<file path="src/rtl/alu_seq_pkg.sv">
// alu_seq_pkg: shared types for the sequential ALU core.
//   alu_op_t    - 3-bit opcode as presented on the op port
//   alu_state_t - control FSM states of alu_seq_core
package alu_seq_pkg;

  typedef enum logic [2:0] {
    OP_ADD = 3'b000,
    OP_SUB = 3'b001,
    OP_AND = 3'b010,
    OP_OR  = 3'b011,
    OP_XOR = 3'b100,
    OP_MUL = 3'b101,
    OP_DIV = 3'b110,
    OP_CMP = 3'b111
  } alu_op_t;

  typedef enum logic [1:0] {
    ST_IDLE = 2'd0,
    ST_BUSY = 2'd1,
    ST_DONE = 2'd2
  } alu_state_t;

endpackage

</file>
<file path="src/rtl/alu_seq_muldiv.sv">
// alu_seq_muldiv: iterative unsigned multiply (shift-add) / restoring divide.
//   clk, rst  - clock, synchronous active-high reset
//   start     - load operands; first iteration is applied on this same edge
//   is_div    - 1: divide a/b, 0: multiply a*b
//   a, b      - operands (sampled on start)
//   done      - one-cycle pulse once all WIDTH iterations have been applied
//   hi, lo    - MUL: product high/low; DIV: remainder/quotient
// Only instantiated when ALU_SEQ_MULDIV_EN is defined.
module alu_seq_muldiv #(
  parameter int WIDTH = 8
) (
  input  logic             clk,
  input  logic             rst,
  input  logic             start,
  input  logic             is_div,
  input  logic [WIDTH-1:0] a,
  input  logic [WIDTH-1:0] b,
  output logic             done,
  output logic [WIDTH-1:0] hi,
  output logic [WIDTH-1:0] lo
);

  localparam int CNT_W = $clog2(WIDTH) + 1;

  logic [WIDTH-1:0] acc_q, sh_q, b_q;
  logic             div_q, busy_q, done_q;
  logic [CNT_W-1:0] cnt_q;

  logic [WIDTH-1:0] acc_in, sh_in, b_in, acc_nx, sh_nx, diff;
  logic             div_in;
  logic [WIDTH:0]   sum, shifted;

  // Iteration operands come straight from the ports on start so the first
  // step overlaps the load; the FSM then sees exactly WIDTH busy cycles.
  always_comb begin
    acc_in  = start ? '0 : acc_q;
    sh_in   = start ? a : sh_q;
    b_in    = start ? b : b_q;
    div_in  = start ? is_div : div_q;
    sum     = {1'b0, acc_in} + (sh_in[0] ? {1'b0, b_in} : '0);
    shifted = {acc_in, sh_in[WIDTH-1]};
    // Only used when shifted >= b, where the true difference is < b and fits.
    diff    = shifted[WIDTH-1:0] - b_in;
    if (div_in) begin
      if (shifted >= {1'b0, b_in}) begin
        acc_nx = diff;
        sh_nx  = {sh_in[WIDTH-2:0], 1'b1};
      end else begin
        acc_nx = shifted[WIDTH-1:0];
        sh_nx  = {sh_in[WIDTH-2:0], 1'b0};
      end
    end else begin
      // {acc,sh} shifts right with the carry-out of the partial sum on top.
      acc_nx = sum[WIDTH:1];
      sh_nx  = {sum[0], sh_in[WIDTH-1:1]};
    end
  end

  always_ff @(posedge clk) begin
    if (rst) begin
      acc_q  <= '0;
      sh_q   <= '0;
      b_q    <= '0;
      div_q  <= 1'b0;
      busy_q <= 1'b0;
      done_q <= 1'b0;
      cnt_q  <= '0;
    end else begin
      done_q <= 1'b0;
      if (start) begin
        acc_q  <= acc_nx;
        sh_q   <= sh_nx;
        b_q    <= b;
        div_q  <= is_div;
        busy_q <= 1'b1;
        cnt_q  <= CNT_W'(1);
      end else if (busy_q) begin
        acc_q <= acc_nx;
        sh_q  <= sh_nx;
        if (cnt_q == CNT_W'(WIDTH - 1)) begin
          busy_q <= 1'b0;
          done_q <= 1'b1;
        end else begin
          cnt_q <= cnt_q + CNT_W'(1);
        end
      end
    end
  end

  assign done = done_q;
  assign hi   = acc_q;
  assign lo   = sh_q;

endmodule

</file>
<file path="src/rtl/alu_seq_core.sv">
// alu_seq_core: multi-cycle unsigned ALU with valid/ready in and out.
//   clk, rst             - clock, synchronous active-high reset
//   in_valid/in_ready    - operation handshake (in_ready = IDLE && !rst)
//   op, a, b             - opcode and unsigned operands
//   out_valid/out_ready  - result handshake
//   result, result_hi    - low/quotient and high/remainder words
//   carry, zero, error   - flags, all registered
// Build option: define ALU_SEQ_MULDIV_EN to include the iterative MUL/DIV
// engine; without it MUL/DIV complete in one cycle with error=1.
module alu_seq_core
  import alu_seq_pkg::*;
#(
  parameter int WIDTH = 8
) (
  input  logic             clk,
  input  logic             rst,
  input  logic             in_valid,
  output logic             in_ready,
  input  logic [2:0]       op,
  input  logic [WIDTH-1:0] a,
  input  logic [WIDTH-1:0] b,
  output logic             out_valid,
  input  logic             out_ready,
  output logic [WIDTH-1:0] result,
  output logic [WIDTH-1:0] result_hi,
  output logic             carry,
  output logic             zero,
  output logic             error
);

  alu_state_t       state_q, state_d;
  logic [WIDTH-1:0] res_q, res_d, hi_q, hi_d;
  logic             carry_q, carry_d, zero_q, zero_d, err_q, err_d;
  logic             vld_q, vld_d;
  logic             accept;
  logic [WIDTH:0]   add_sum;
  alu_op_t          op_e;

`ifdef ALU_SEQ_MULDIV_EN
  logic             eng_start, eng_done;
  logic [WIDTH-1:0] eng_hi, eng_lo;
  logic             mul_q, mul_d;

  alu_seq_muldiv #(.WIDTH(WIDTH)) u_muldiv (
    .clk    (clk),
    .rst    (rst),
    .start  (eng_start),
    .is_div (op_e == OP_DIV),
    .a      (a),
    .b      (b),
    .done   (eng_done),
    .hi     (eng_hi),
    .lo     (eng_lo)
  );
`endif

  assign in_ready = (state_q == ST_IDLE) && !rst;
  assign accept   = in_valid && in_ready;
  assign op_e     = alu_op_t'(op);
  assign add_sum  = {1'b0, a} + {1'b0, b};

  always_comb begin
    state_d = state_q;
    res_d   = res_q;
    hi_d    = hi_q;
    carry_d = carry_q;
    err_d   = err_q;
    vld_d   = vld_q;
`ifdef ALU_SEQ_MULDIV_EN
    eng_start = 1'b0;
    mul_d     = mul_q;
`endif
    case (state_q)
      ST_IDLE: begin
        if (accept) begin
          state_d = ST_DONE;
          vld_d   = 1'b1;
          hi_d    = '0;
          carry_d = 1'b0;
          err_d   = 1'b0;
          case (op_e)
            OP_ADD: {carry_d, res_d} = add_sum;
            OP_SUB: begin
              res_d   = a - b;
              carry_d = (a < b);
            end
            OP_AND: res_d = a & b;
            OP_OR:  res_d = a | b;
            OP_XOR: res_d = a ^ b;
            OP_CMP: begin
              res_d   = {{(WIDTH-1){1'b0}}, (a == b)};
              carry_d = (a < b);
            end
            default: begin // MUL, DIV
`ifdef ALU_SEQ_MULDIV_EN
              if (op_e == OP_DIV && b == '0) begin
                res_d = '0;
                hi_d  = a;
                err_d = 1'b1;
              end else begin
                // Result words stay as-is until the engine finishes.
                state_d   = ST_BUSY;
                vld_d     = 1'b0;
                res_d     = res_q;
                hi_d      = hi_q;
                eng_start = 1'b1;
                mul_d     = (op_e == OP_MUL);
              end
`else
              res_d = '0;
              err_d = 1'b1;
`endif
            end
          endcase
        end
      end
      ST_BUSY: begin
`ifdef ALU_SEQ_MULDIV_EN
        if (eng_done) begin
          state_d = ST_DONE;
          vld_d   = 1'b1;
          res_d   = eng_lo;
          hi_d    = eng_hi;
          carry_d = mul_q && (eng_hi != '0);
          err_d   = 1'b0;
        end
`else
        state_d = ST_IDLE;
`endif
      end
      ST_DONE: begin
        if (out_ready) begin
          state_d = ST_IDLE;
          vld_d   = 1'b0;
        end
      end
      default: state_d = ST_IDLE;
    endcase
    zero_d = ({hi_d, res_d} == '0);
  end

  always_ff @(posedge clk) begin
    if (rst) begin
      state_q <= ST_IDLE;
      res_q   <= '0;
      hi_q    <= '0;
      carry_q <= 1'b0;
      zero_q  <= 1'b0;
      err_q   <= 1'b0;
      vld_q   <= 1'b0;
`ifdef ALU_SEQ_MULDIV_EN
      mul_q   <= 1'b0;
`endif
    end else begin
      state_q <= state_d;
      res_q   <= res_d;
      hi_q    <= hi_d;
      carry_q <= carry_d;
      zero_q  <= zero_d;
      err_q   <= err_d;
      vld_q   <= vld_d;
`ifdef ALU_SEQ_MULDIV_EN
      mul_q   <= mul_d;
`endif
    end
  end

  assign out_valid = vld_q;
  assign result    = res_q;
  assign result_hi = hi_q;
  assign carry     = carry_q;
  assign zero      = zero_q;
  assign error     = err_q;

endmodule

</file>
<file path="config.mk">
export PLATFORM = sky130hd
export DESIGN_NAME = alu_seq_core
export DESIGN_NICKNAME = d
export VERILOG_FILES = /design/src/rtl/alu_seq_pkg.sv /design/src/rtl/alu_seq_muldiv.sv /design/src/rtl/alu_seq_core.sv
export SDC_FILE = /design/constraint.sdc
export NUM_CORES = 1
export LEC_CHECK = 0
export BUFFER_PORTS_ARGS = -buffer_cell sky130_fd_sc_hd__buf_4
export CORE_MARGIN = 2
export CORE_UTILIZATION = 55
export DETAILED_ROUTE_END_ITERATION = 8
export PLACE_DENSITY = 0.86
export SLEW_MARGIN = 20
export SYNTH_ARGS = -nofsm -noshare
export SYNTH_HDL_FRONTEND = slang
export SYNTH_SLANG_ARGS = --single-unit
</file>
<file path="constraint.sdc">
create_clock -name clk -period 3.2 [get_ports clk]
set_input_delay 0.64 -clock clk [delete_from_list [all_inputs] [get_ports clk]]
set_output_delay 0.64 -clock clk [all_outputs]
set_load 0.005 [all_outputs]
</file>
==> results of run 1 <==
-- registers in the layout, summed over array words and instances (netlist names) --
| name | count |
|---|---|
| error | 1 |
| out_valid | 1 |
| zero | 1 |
| carry | 1 |
| result | 8 |
| result_hi | 8 |
-- metal layers --
| metal | track usage | wire, um | up-vias |
|---|---|---|---|
| met4 | 0.0462 | 24 | 0 |
| met5 | 0 | 0 | - |
| met1 | 0.315 | 2100 | 850 |
| met2 | 0.387 | 2070 | 62 |
| met3 | 0.0125 | 222 | 4 |
| li1 | - | - | 926 |
-- synthesized netlist by cell type (all sizes together), types with 4 or more instances --
library cell and number:
a21oi 15, clkbuf 5, dfxtp 20, ha 24
nor4 6, o31ai 5, nor2 19, and2 8
a211oi 5, nand2b 4, buf 9, inv 22
o21ai 13, nand3 4, nand2 18
-- worst paths after layout --
kind	start	to	slack (ns)	cells after the start
worst max-delay path	a[3]	zero$_SDFF_PP0_	0.61	10
worst min-delay path	result[2]$_SDFF_PP0_	result[2]$_SDFF_PP0_	0.48	2
worst max register to register	out_valid$_SDFFE_PP0P_	zero$_SDFF_PP0_	1.21	7
worst min register to register	result[2]$_SDFF_PP0_	result[2]$_SDFF_PP0_	0.48	2
-- critical path, stage by stage --
cell      delay, ns
buf_4          0.09
inv_1          0.04
ha_1           0.47
inv_2          0.11
a221oi_1       0.36
o21ai_2        0.11
xnor2_1        0.13
a221o_1        0.39
a221o_1        0.34
nor4_2         0.12
-- area by class of cell --
type,instances,area share
multi-input cells,186,0.601
flip-flops and latches,20,0.176
well taps,46,0.0253
inverters,22,0.0364
repair buffers,44,0.145
clock buffers,4,0.0160
-- power breakdown --
group	leakage, nW	internal (mW)	switching, mW	total, mW
clock	0.0210	0.0693	0.0765	0.146
combinational	0.885	0.113	0.140	0.252
sequential	0.162	0.258	0.00619	0.264
total	1.07	0.440	0.222	0.662
-- logic make-up (layout without fill, tap and decap cells) --
family | after synthesis | in the layout | synth area share
AND/OR/NAND/NOR | 82 | 82 | 0.231
XOR/XNOR | 5 | 5 | 0.0227
adder cells (fa/ha/maj) | 26 | 26 | 0.176
multiplexers | 4 | 4 | 0.0214
buffers and inverters | 36 | 70 | 0.0862
flip-flops | 20 | 20 | 0.207
AO/OA/AOI/OAI | 69 | 69 | 0.255
-- stage by stage --
stage               power [mW]  worst slack (ns)  cells  area (sq um)  hold slack, ns
floorplan                0.444             0.645    242          1930           0.465
global placement         0.512             0.338    318          2230           0.462
detailed placement       0.518             0.311    318          2230           0.468
CTS                      0.660             0.613    322          2270           0.484
global route             0.701             0.472    322          2270           0.510
finish                   0.662             0.611    322          2270           0.481
==> results.json, run 1 <==
{
  "outcome": "finished clean",
  "maxSlewHeadroom": 0.495,
  "ys.flop_type": "dfxtp_1",
  "h-tree-depth": 1,
  "ys_seq_area_frac": 0.207,
  "antenna_cells": 0,
  "cts_tree": "built",
  "p_per_area_nw_per_um2": 292,
  "drv_slew": 0,
  "start_kind": "input port",
  "viasPerCell": 5.72,
  "grt_max_degree": 26,
  "syn2layout_area_growth_pct": 17.6,
  "wl_per_cell_um": 13.7,
  "ys_warn_count": 0,
  "cts_buffer_depth": 2,
  "crit_path_end_kind": "flip-flop",
  "hold_buffers": 0,
  "crit_required_ns": 3.42,
  "crit_type": "in -> reg",
  "period_minus_slack_ns": 2.59,
  "cts_setup_buffers": 0,
  "syn_avg_cell_area_sq_um": 7.98,
  "antenna_found_initial": 0,
  "utilization": 0.675,
  "grt_overflow_total": 0,
  "die-width_um": 63.2,
  "die_area_sq_um": 4000,
  "min_path_type": "reg -> reg",
  "synth_seq_cells": 20,
  "clock_latency_ns": 0.30,
  "syn_inst": 242,
  "setup-violations-final": 0,
  "final_nets": 326,
  "regArea_sq_um": 400,
  "path_clk_slew_ns": 0.11,
  "place_congestion": 0.867,
  "coreArea_sq_um": 3360,
  "cts_resized": 0,
  "p_leak_nw": 1.07,
  "yosys-top-cells-area": "dfxtp_1 21%, ha_1 16%, inv_1 4.1%, a21oi_1 3.9%, nand2_1 3.5%",
  "wl_mm": 4.42,
  "grt_setup_unrepaired": "false",
  "worst_pin_slew_ns": 0.756,
  "drc": 0,
  "grt_pass1_vias": 1672,
  "firstDrtPassIters": 4,
  "drtIter0Drc": 131,
  "grtUsageTotal": 0.226,
  "post_synth_instance_area_sq_um": 1930,
  "drv_cap": 0,
  "yosysUniqueCellTypes": 61,
  "grt_pass1_wl_mm": 7.51,
  "finalSetupTns_ns": 0,
  "clock_skew_ns": 0.00515,
  "fill_cells": 301,
  "fin_crit_sh": 0.809,
  "cts-buffers-inserted": 3,
  "ant_nets": 0,
  "cts-root-buf": "clkbuf_4",
  "arrival_ns": 2.81,
  "drive_gt1_frac": 0.214,
  "synth_top_area_frac": 0.207,
  "syn_nets": 291,
  "yosys.area.top_type": "dfxtp_1",
  "ios": 44,
  "cts_sinks": 20,
  "clock.fmax_ghz": 0.386,
  "vdd_ir_drop_max_mv": 0.128,
  "hold_violations": 0,
  "synth_edf_count": 0,
  "crit_fanout": 8,
  "async_reset_ff_frac": 0,
  "multiInputGateArea_sq_um": 1360,
  "initial_core_util": 0.574,
  "dpl.hpwl_mm": 3.43,
  "final_common_cell": "buf_4",
  "chipHeight_um": 63.2,
  "num_rows": 21,
  "vias": 1842,
  "numPortBuffers": 43,
  "final_cell_mix": "44 x buf_4, 24 x ha_1, 21 x inv_1"
}
(Power assumes the default switching activity.)
==> inputs of run 2 (changes only) <==
- clock period: 3.2 -> 2.4 ns (I/O delays scaled with it)
==> run 2 against run 1 <==
Against the previous run: critical path depth unchanged; die area unchanged; final cell count increased by 11%; register-to-register slack got worse by 0.77 ns; clock-buffer cell count unchanged; sequential cell count unchanged; non-clock buffer count increased by 36; via count increased by 9.7%; critical path type unchanged; total power increased by 44%.
==> results.json, run 2 (same netlist as run 1, synthesis figures left out) <==
{
  "outcome": "finished clean",
  "drv_slew": 0,
  "crit_path_max_incr_delay_ns": 0.41,
  "setup_slack_ns": 0.0258,
  "wl_mm": 5.12,
  "rrSetupSlack_ns": 0.44,
  "power.total_mw": 0.956,
  "drive_gt1_frac": 0.314,
  "crit_type": "in -> reg",
  "chipHeight_um": 63.2,
  "final_common_cell": "buf_4",
  "critPathSlowestCell": "fa_1",
  "firstDrtPassIters": 5,
  "place_congestion": 0.896,
  "crit_fanout": 2,
  "path_clk_slew_ns": 0.11,
  "clock_skew_ns": 0.00432,
  "antenna_found_initial": 0,
  "place_ws_ns": -0.283,
  "vdd_ir_drop_max_mv": 0.177,
  "r2r_cells": 7,
  "initial_core_util": 0.574,
  "crit_required_ns": 2.62,
  "coreArea_sq_um": 3360,
  "cts_sinks": 20,
  "arrival_ns": 2.59,
  "num_rows": 21,
  "utilization": 0.760,
  "final_nets": 362,
  "grt_overflow_total": 0,
  "hold_violations": 0,
  "numPortBuffers": 43,
  "p_per_area_nw_per_um2": 374,
  "worst_pin_slew_ns": 0.445,
  "reg2reg_from": "out_valid$_SDFFE_PP0P_",
  "clock_latency_ns": 0.29,
  "clock.fmax_ghz": 0.421,
  "hold_start": "out_ready",
  "fin_crit_sh": 0.989,
  "ios": 44,
  "setup-violations-final": 0,
  "period_minus_slack_ns": 2.37,
  "start_kind": "input port",
  "crit_path_end_kind": "flip-flop",
  "die_area_sq_um": 4000,
  "grt_max_degree": 26,
  "cts-root-buf": "clkbuf_4",
  "wl_per_cell_um": 14.3,
  "p_leak_nw": 1.25,
  "hold_depth": 2,
  "crit_chain": "buf_4 -> ha_1 -> fa_1 -> a21oi_1 -> o21ai_1 -> a21o_1 -> a22o_1 -> nor4_2 -> nor3_1 -> nor4_2",
  "fill_cells": 283,
  "ant_nets": 0,
  "maxSlewHeadroom": 0.702,
  "vias": 2021,
  "drv_cap": 0,
  "grtUsageTotal": 0.265,
  "cts-buffers-inserted": 3,
  "whs_endpoint": "out_valid$_SDFFE_PP0P_",
  "min_path_type": "in -> reg",
  "die-width_um": 63.2,
  "grt_pass1_vias": 1964,
  "drtIter0Drc": 131,
  "drc": 0,
  "rr_endpoint": "zero$_SDFF_PP0_",
  "viasPerCell": 5.65,
  "syn2layout_area_growth_pct": 32.5,
  "dpl.hpwl_mm": 4.04,
  "cpMostUsedCell": "nor4_2",
  "final_cell_mix": "80 x buf_4, 24 x ha_1, 21 x inv_1",
  "antenna_cells": 0,
  "cts_buffer_depth": 2,
  "cts_setup_buffers": 0,
  "cts_tree": "built",
  "grt_pass1_wl_mm": 8.71,
  "h-tree-depth": 1
}
==> run 2: worst max path at each step <==
stage	start	end	slack, ns	cells past startpoint
after floorplan	a[0]	zero$_SDFF_PP0_	0.005	9
after global placement	a[0]	zero$_SDFF_PP0_	-0.21	10
after detailed placement	a[0]	zero$_SDFF_PP0_	-0.28	10
after CTS	a[0]	zero$_SDFF_PP0_	0.02	10
after global routing	a[0]	zero$_SDFF_PP0_	-0.03	10
final	a[0]	zero$_SDFF_PP0_	0.03	10
==> run 2: layout make-up <==
class / count / area [sq um] / share of cell area
multi-input combinational: 186 / 1380 / 0.540
sequential: 20 / 400 / 0.157
inverter: 22 / 82.6 / 0.0323
tap: 46 / 57.6 / 0.0225
clock buffer: 4 / 36.3 / 0.0142
timing repair buffer: 80 / 601 / 0.235
==> run 2: repair_timing <==
item	4_1_cts	5_1_grt
setup endpoints to repair	0	2
resized for setup	0	4
hold buffers	0	0
endpoints found under the hold margin	0	0
==> run 2: stage by stage <==
step | instance area (sq um) | hold slack [ns] | cells | TNS [ns]
6_report | 2560 | 0.355 | 358 | 0
2_1_floorplan | 1930 | 0.465 | 242 | 0
5_1_grt | 2560 | 0.344 | 358 | -0.0259
3_3_place_gp | 2500 | 0.461 | 354 | -0.479
4_1_cts | 2540 | 0.354 | 358 | 0
3_5_place_dp | 2500 | 0.468 | 354 | -0.800
==> run 2: where the power goes <==
group | internal, mW | switching, mW
combinational | 0.206 | 0.211
clock | 0.0924 | 0.0958
sequential | 0.344 | 0.00740
total | 0.642 | 0.314
==> run 2: per-layer routing <==
layer	part of all wire	track usage	vias up
met2	0.49	0.463	64
met4	0.0076	0.0788	0
met3	0.059	0.0214	8
met1	0.44	0.347	946
li1	-	-	1003
met5	0	0	-
==> run 2: critical path, delay by kind of cell <==
kind | cells | cell delay, ns
AO/OA/AOI/OAI | 4 | 0.75
AND/OR/NAND/NOR | 3 | 0.59
adder cells (fa/ha/maj) | 2 | 0.65
buffers and inverters | 1 | 0.11
